### src/rtl/serial_adder.sv
// rtl/serial_adder.sv - bit-serial adder, one bit pair per clock through a full-adder cell
module serial_adder_fa (
  input  logic a,
  input  logic b,
  input  logic cin,
  output logic s,
  output logic cout
);
  assign s    = a ^ b ^ cin;
  assign cout = (a & b) | (cin & (a ^ b));
endmodule

module serial_adder #(
  parameter int WIDTH = 8
) (
  input  logic             clk,
  input  logic             rst,
  input  logic             start,
  input  logic [WIDTH-1:0] a,
  input  logic [WIDTH-1:0] b,
  output logic             busy,
  output logic             done,
  output logic [WIDTH-1:0] sum,
  output logic             carry
);
  localparam int CW = $clog2(WIDTH);

  typedef enum logic [1:0] {
    IDLE = 2'd0,
    ADD  = 2'd1,
    DONE = 2'd2
  } state_t;

  state_t           state, state_nxt;
  logic [WIDTH-1:0] sa, sb;
  logic [WIDTH-2:0] ps;
  logic [WIDTH-1:0] ps_full;
  logic             c;
  logic [CW-1:0]    cnt;
  logic             s, cout, last, accept;

  serial_adder_fa u_fa (
    .a    (sa[0]),
    .b    (sb[0]),
    .cin  (c),
    .s    (s),
    .cout (cout)
  );

  // Only WIDTH-1 bits need storing: the final bit goes straight into sum.
  assign ps_full = {s, ps};
  assign last    = (cnt == CW'(WIDTH - 1));

  always_comb begin
    state_nxt = state;
    accept    = 1'b0;
    case (state)
      IDLE: begin
        if (start) begin
          accept    = 1'b1;
          state_nxt = ADD;
        end
      end
      ADD: begin
        if (last) state_nxt = DONE;
      end
      DONE: begin
        accept    = start;
        state_nxt = start ? ADD : IDLE;
      end
      default: state_nxt = IDLE;
    endcase
  end

  always_ff @(posedge clk) begin
    if (rst) begin
      state <= IDLE;
      busy  <= 1'b0;
      done  <= 1'b0;
      sa    <= '0;
      sb    <= '0;
      ps    <= '0;
      c     <= 1'b0;
      cnt   <= '0;
      sum   <= '0;
      carry <= 1'b0;
    end else begin
      state <= state_nxt;
      busy  <= (state_nxt == ADD);
      done  <= (state_nxt == DONE);
      if (accept) begin
        sa  <= a;
        sb  <= b;
        ps  <= '0;
        c   <= 1'b0;
        cnt <= '0;
      end else if (state == ADD) begin
        sa  <= {1'b0, sa[WIDTH-1:1]};
        sb  <= {1'b0, sb[WIDTH-1:1]};
        ps  <= ps_full[WIDTH-1:1];
        c   <= cout;
        cnt <= cnt + CW'(1);
        if (last) begin
          sum   <= ps_full;
          carry <= cout;
        end
      end
    end
  end
endmodule

### config.mk
export PLATFORM = sky130hd
export DESIGN_NAME = serial_adder
export DESIGN_NICKNAME = d
export VERILOG_FILES = /design/src/rtl/serial_adder.sv
export SDC_FILE = /design/constraint.sdc
export NUM_CORES = 1
export LEC_CHECK = 0
export CORE_AREA = 2 2 49 74
export DETAILED_ROUTE_END_ITERATION = 6
export DIE_AREA = 0 0 51 76
export PLACE_DENSITY = 0.81
export SLEW_MARGIN = 0
export SYNTH_ARGS = -nofsm -noshare
export SYNTH_HDL_FRONTEND = slang
export SYNTH_SLANG_ARGS = --single-unit
export TNS_END_PERCENT = 1
### constraint.sdc
create_clock -name clk -period 1.65 [get_ports clk]
set_input_delay 0.495 -clock clk [delete_from_list [all_inputs] [get_ports clk]]
set_output_delay 0.495 -clock clk [all_outputs]
set_load 0.01 [all_outputs]
# After elaboration in Yosys (flattened, before gate mapping)
# Index checks and enable logic that the tools add are counted.
dict set report classes {
  addsub 1
  eq_ne 5
  mux 10
  n_bitwise 6
  n_reduce_logical 4
}
# cell count
set ops {}
lappend ops {{$mux 8} 4}
lappend ops {{$pmux 2 s3} 1}
lappend ops {{$eq 2x1->1 const B} 2}
lappend ops {{$eq 2x2->1 const B} 2}
lappend ops {{$mux 2} 2}
lappend ops {{$add 3x1->3 const B} 1}
lappend ops {{$eq 3x3->1 const B} 1}
lappend ops {{$reduce_and 3->1} 1}
lappend ops {{$and 1x1->1} 2}
lappend ops {{$logic_not 2->1} 1}
lappend ops {{$mux 1} 2}
lappend ops {{$pmux 1 s2} 1}
lappend ops {{$reduce_bool 2->1} 1}
lappend ops {{$reduce_or 2->1} 1}
lappend ops {{$xor 1x1->1} 2}
lappend ops {{$not 1->1} 1}
lappend ops {{$or 1x1->1} 1}
dict set report totals {
  regBits 40
  input_bits 19
  out_inout_bits 11
}

# Longest topological paths before layout
dict set report depth {
  word_depth 4
  ltp_mapped 6
}

# Hierarchy
# Synthesis repeated with hierarchy kept, for this count alone.
dict set report unflattened {
  cells_unflattened 180
  hier_area_um2 1542.7
}
# module instances cells_each area_each_um2
set by_module_without_submodules {}
lappend by_module_without_submodules {serial_adder 1 179 1522.7}
lappend by_module_without_submodules {serial_adder_fa 1 1 20.0}

# Worst setup path before layout
# Ideal clock, no wire load.
dict set report synth_timing {
  kind {reg2reg}
  startpoint {register cnt[0]}
  endpoint {register sum[6]}
  setup_time_ps 71
  arrival_ps 1221
  t_required_ps 1579
  setup_slack_ps 358
  path_stages_with_launch 7
  n_path_buf 1
  path_cell_list {dfxtp_1 -> ha_1 -> ha_1 -> nand3b_1 -> clkbuf_1 -> nand2_1 -> a21oi_1}
}
dict set report synth_between {
  elab_chain_cells 2
}
# item line_no
set synth_lines {}
lappend synth_lines {{start: declaration} 39} ;# logic [CW-1:0] cnt;
lappend synth_lines {{start signal: assignment} 102} ;# cnt <= cnt + CW'(1);
lappend synth_lines {{$eq 3x3->1} 52} ;# assign last = (cnt == CW'(WIDTH - 1));
lappend synth_lines {{$reduce_and 3->1 (no line)} -}
lappend synth_lines {{end signal: assignment} 104} ;# sum <= ps_full;
lappend synth_lines {{end: declaration} 23} ;# output logic [WIDTH-1:0] sum,
# No other way between the ends.
# A chain may end at the register's enable or synchronous reset.

# Worst setup path after layout
dict set report layout_timing {
  startpoint {register carry}
  endpoint {output port carry}
}
# item line_no
set layout_rtl {}
lappend layout_rtl {{start: declaration} 24} ;# output logic carry
lappend layout_rtl {{start signal: assignment} 105} ;# carry <= cout;
# No word-level cell between the ends.

==> qor.txt <==
Clock root buffer = clkbuf_8
Crit path launch type = register
Hold path start = sum[2]
WP buf/inv = 1
Design Area, Final = 0.00199 mm^2
Crit Path Category = register to output pin
Post-synth top area cell = dfxtp_1
Max cap viols = 0
CP max stage delay = 340 ps
Die Width = 51 um
PD cells = 1070 mW/mm^2
Via/cell ratio = 5.21
Hold Crit Class = register to register
Clock slew at reported path FFs = 70 ps
CP delay by family, top = flip-flops
Via count = 1,323
Tot GR Track Use = 0.178
Mapped Cells = 180
Crit. End Element = output pin
CTS Buf Count = 5
Dpl hpwl = 2090 um
Crit share post-route = 0.844
F_max = 718 MHz
Final Max Tran Viols = 0
DIE HEIGHT = 76 um
TritonCTS sink count = 40
H-tree depth = 2
Drt wl/cell = 12.1 um
Clock latency on the worst-skew pair = 300 ps
Share of cells above drive strength 1 = 0.0896
Post-route DRC violation count = 0
Max transition margin = 0.725
1st-pass router iterations = 4
Number of global-route vias before repair = 1,230
Peak VDD IR = 0.768 mV
Placed Cells = 246
Final WL = 3070 um
Max clock buf depth = 2
Fin crit period = 1390 ps
GRT Residual Overflow = 0
Worst setup margin = 257 ps
Mapped cell area = 0.00154 mm^2
Leakage power = 0.790 nW
Diodes inserted = 0
Clk_skew = 7.56 ps
Worst Path Arrival = 900 ps
Final Setup Violations = 0
Post CTS Setup Buffer Count = 0
Top-area cell type share of the netlist area = 0.519
Crit path max-delay cell type = dfxtp_1
Setup TNS after final layout = 0 ps
Status = finished, final reports clean
Area growth from synthesis to final layout = 29.0%
Register area share after synthesis = 0.519
Post-Place Worst Slack = -31.5 ps
Unrepaired setup endpoints after global routing = false
Library cells used by synthesis = 23
FF-to-FF Start = cnt[0]
Worst-margin pin slew = 411 ps
# IOs = 30
Placer Congestion = 0.735
Die area = 0.00388 mm^2
Maximum number of pins on one net before global-route repair = 21
Port bufs = 29
Syn_nets = 202
Final Hold Fails = 0
CTS tree = yes
CP max FO = 2
Core Area = 0.00329 mm^2
Number of synthesis warnings = 0
Avg Cell Area, Syn = 8.57 um^2
Non-Filler Instances = 254
ANT nets after route = 0
First-pass GRT wire length = 5180 um
Most frequent cells in the layout = dfxtp_1 (40), nand2_1 (38), a21oi_1 (22)
Cell Rows = 26
Commonest non-fill, non-tap cell in the layout = dfxtp_1
Final core occ = 0.605
Initial Utilization = 0.470
Top cells by area, synth = dfxtp_1 (52%), nand2_1 (9.2%), a21oi_1 (7.1%)
DP Area = 0.00187 mm^2
DRT iter0 DRCs = 36
Cell Chain, Critical Path = dlygate4sd2_1
Antenna violations before repair = 0
Seq cells post-synth = 40
Nets = 233
R2R setup slack = 270 ps
Setup crit start = carry
Critical Path RT = 1150 ps
[repair_timing]
item	CTS	global route
gates resized for setup	9	2
endpoints found under the setup margin	9	2
hold buffers	0	0
[report_power, final]
part | leakage, nW | internal [mW] | total (mW) | switching (mW)
sequential | 0.326 | 1.01 | 1.03 | 0.0254
clock | 0.0645 | 0.533 | 0.869 | 0.335
combinational | 0.399 | 0.115 | 0.231 | 0.116
total | 0.790 | 1.66 | 2.13 | 0.477
[registers in the layout, summed over array words and instances (netlist names)]
register,flops
ps,7
sb,8
done,1
state,2
cnt,3
c,1
busy,1
sa,8
sum,8
carry,1
[cells in the mapped netlist]
| master | instances |
|---|---|
| a21oi_1 | 22 |
| a22oi_1 | 2 |
| a311oi_1 | 4 |
| and2b_1 | 1 |
| buf_1 | 1 |
| buf_2 | 4 |
| buf_4 | 7 |
| buf_6 | 1 |
| clkbuf_1 | 3 |
| dfxtp_1 | 40 |
| fa_1 | 1 |
| ha_1 | 2 |
| mux2i_1 | 1 |
| nand2_1 | 38 |
| nand2b_1 | 3 |
| nand3_1 | 12 |
| nand3b_1 | 1 |
| nor2_1 | 9 |
| nor2b_1 | 1 |
| nor3_1 | 17 |
| o21a_1 | 1 |
| o22ai_1 | 8 |
| xnor2_1 | 1 |
[per-layer routing]
layer,vias to the layer above,global-route usage,routed length [um]
met3,7,0.0588,133
met2,35,0.305,1590
li1,679,-,-
met4,0,0.100,73
met5,-,0,0
met1,602,0.184,1270
[per-stage QoR]
step,total power [mW],hold WS (ps)
after global placement,1.28,444
after global routing,2.22,473
after floorplan,1.21,437
after CTS,2.14,456
after detailed placement,1.28,448
final,2.13,452
[path summary, 6_finish.rpt]
path	end	cells past startpoint
setup / recovery	carry	1
hold / removal	sum[2]	2
setup reg to reg	carry	5
hold reg to reg	sum[2]	2
[cells by family after synthesis]
kind of cell | synth area share
AO/OA/AOI/OAI | 0.141
XOR/XNOR | 0.00568
adder cells (fa/ha/maj) | 0.0292
buffers and inverters | 0.0641
flip-flops | 0.519
multiplexers | 0.00649
AND/OR/NAND/NOR | 0.234
[final cells by class]
| cell class | count | area (um^2) |
|---|---|---|
| Multi-Input combinational cell | 124 | 643 |
| Clock buffer | 7 | 96.3 |
| Fill cell | 285 | 1300 |
| Clock inverter | 1 | 30.0 |
| Tap cell | 42 | 52.6 |
| Timing Repair Buffer | 40 | 367 |
| Sequential cell | 40 | 801 |
(Power assumes the default switching activity.)
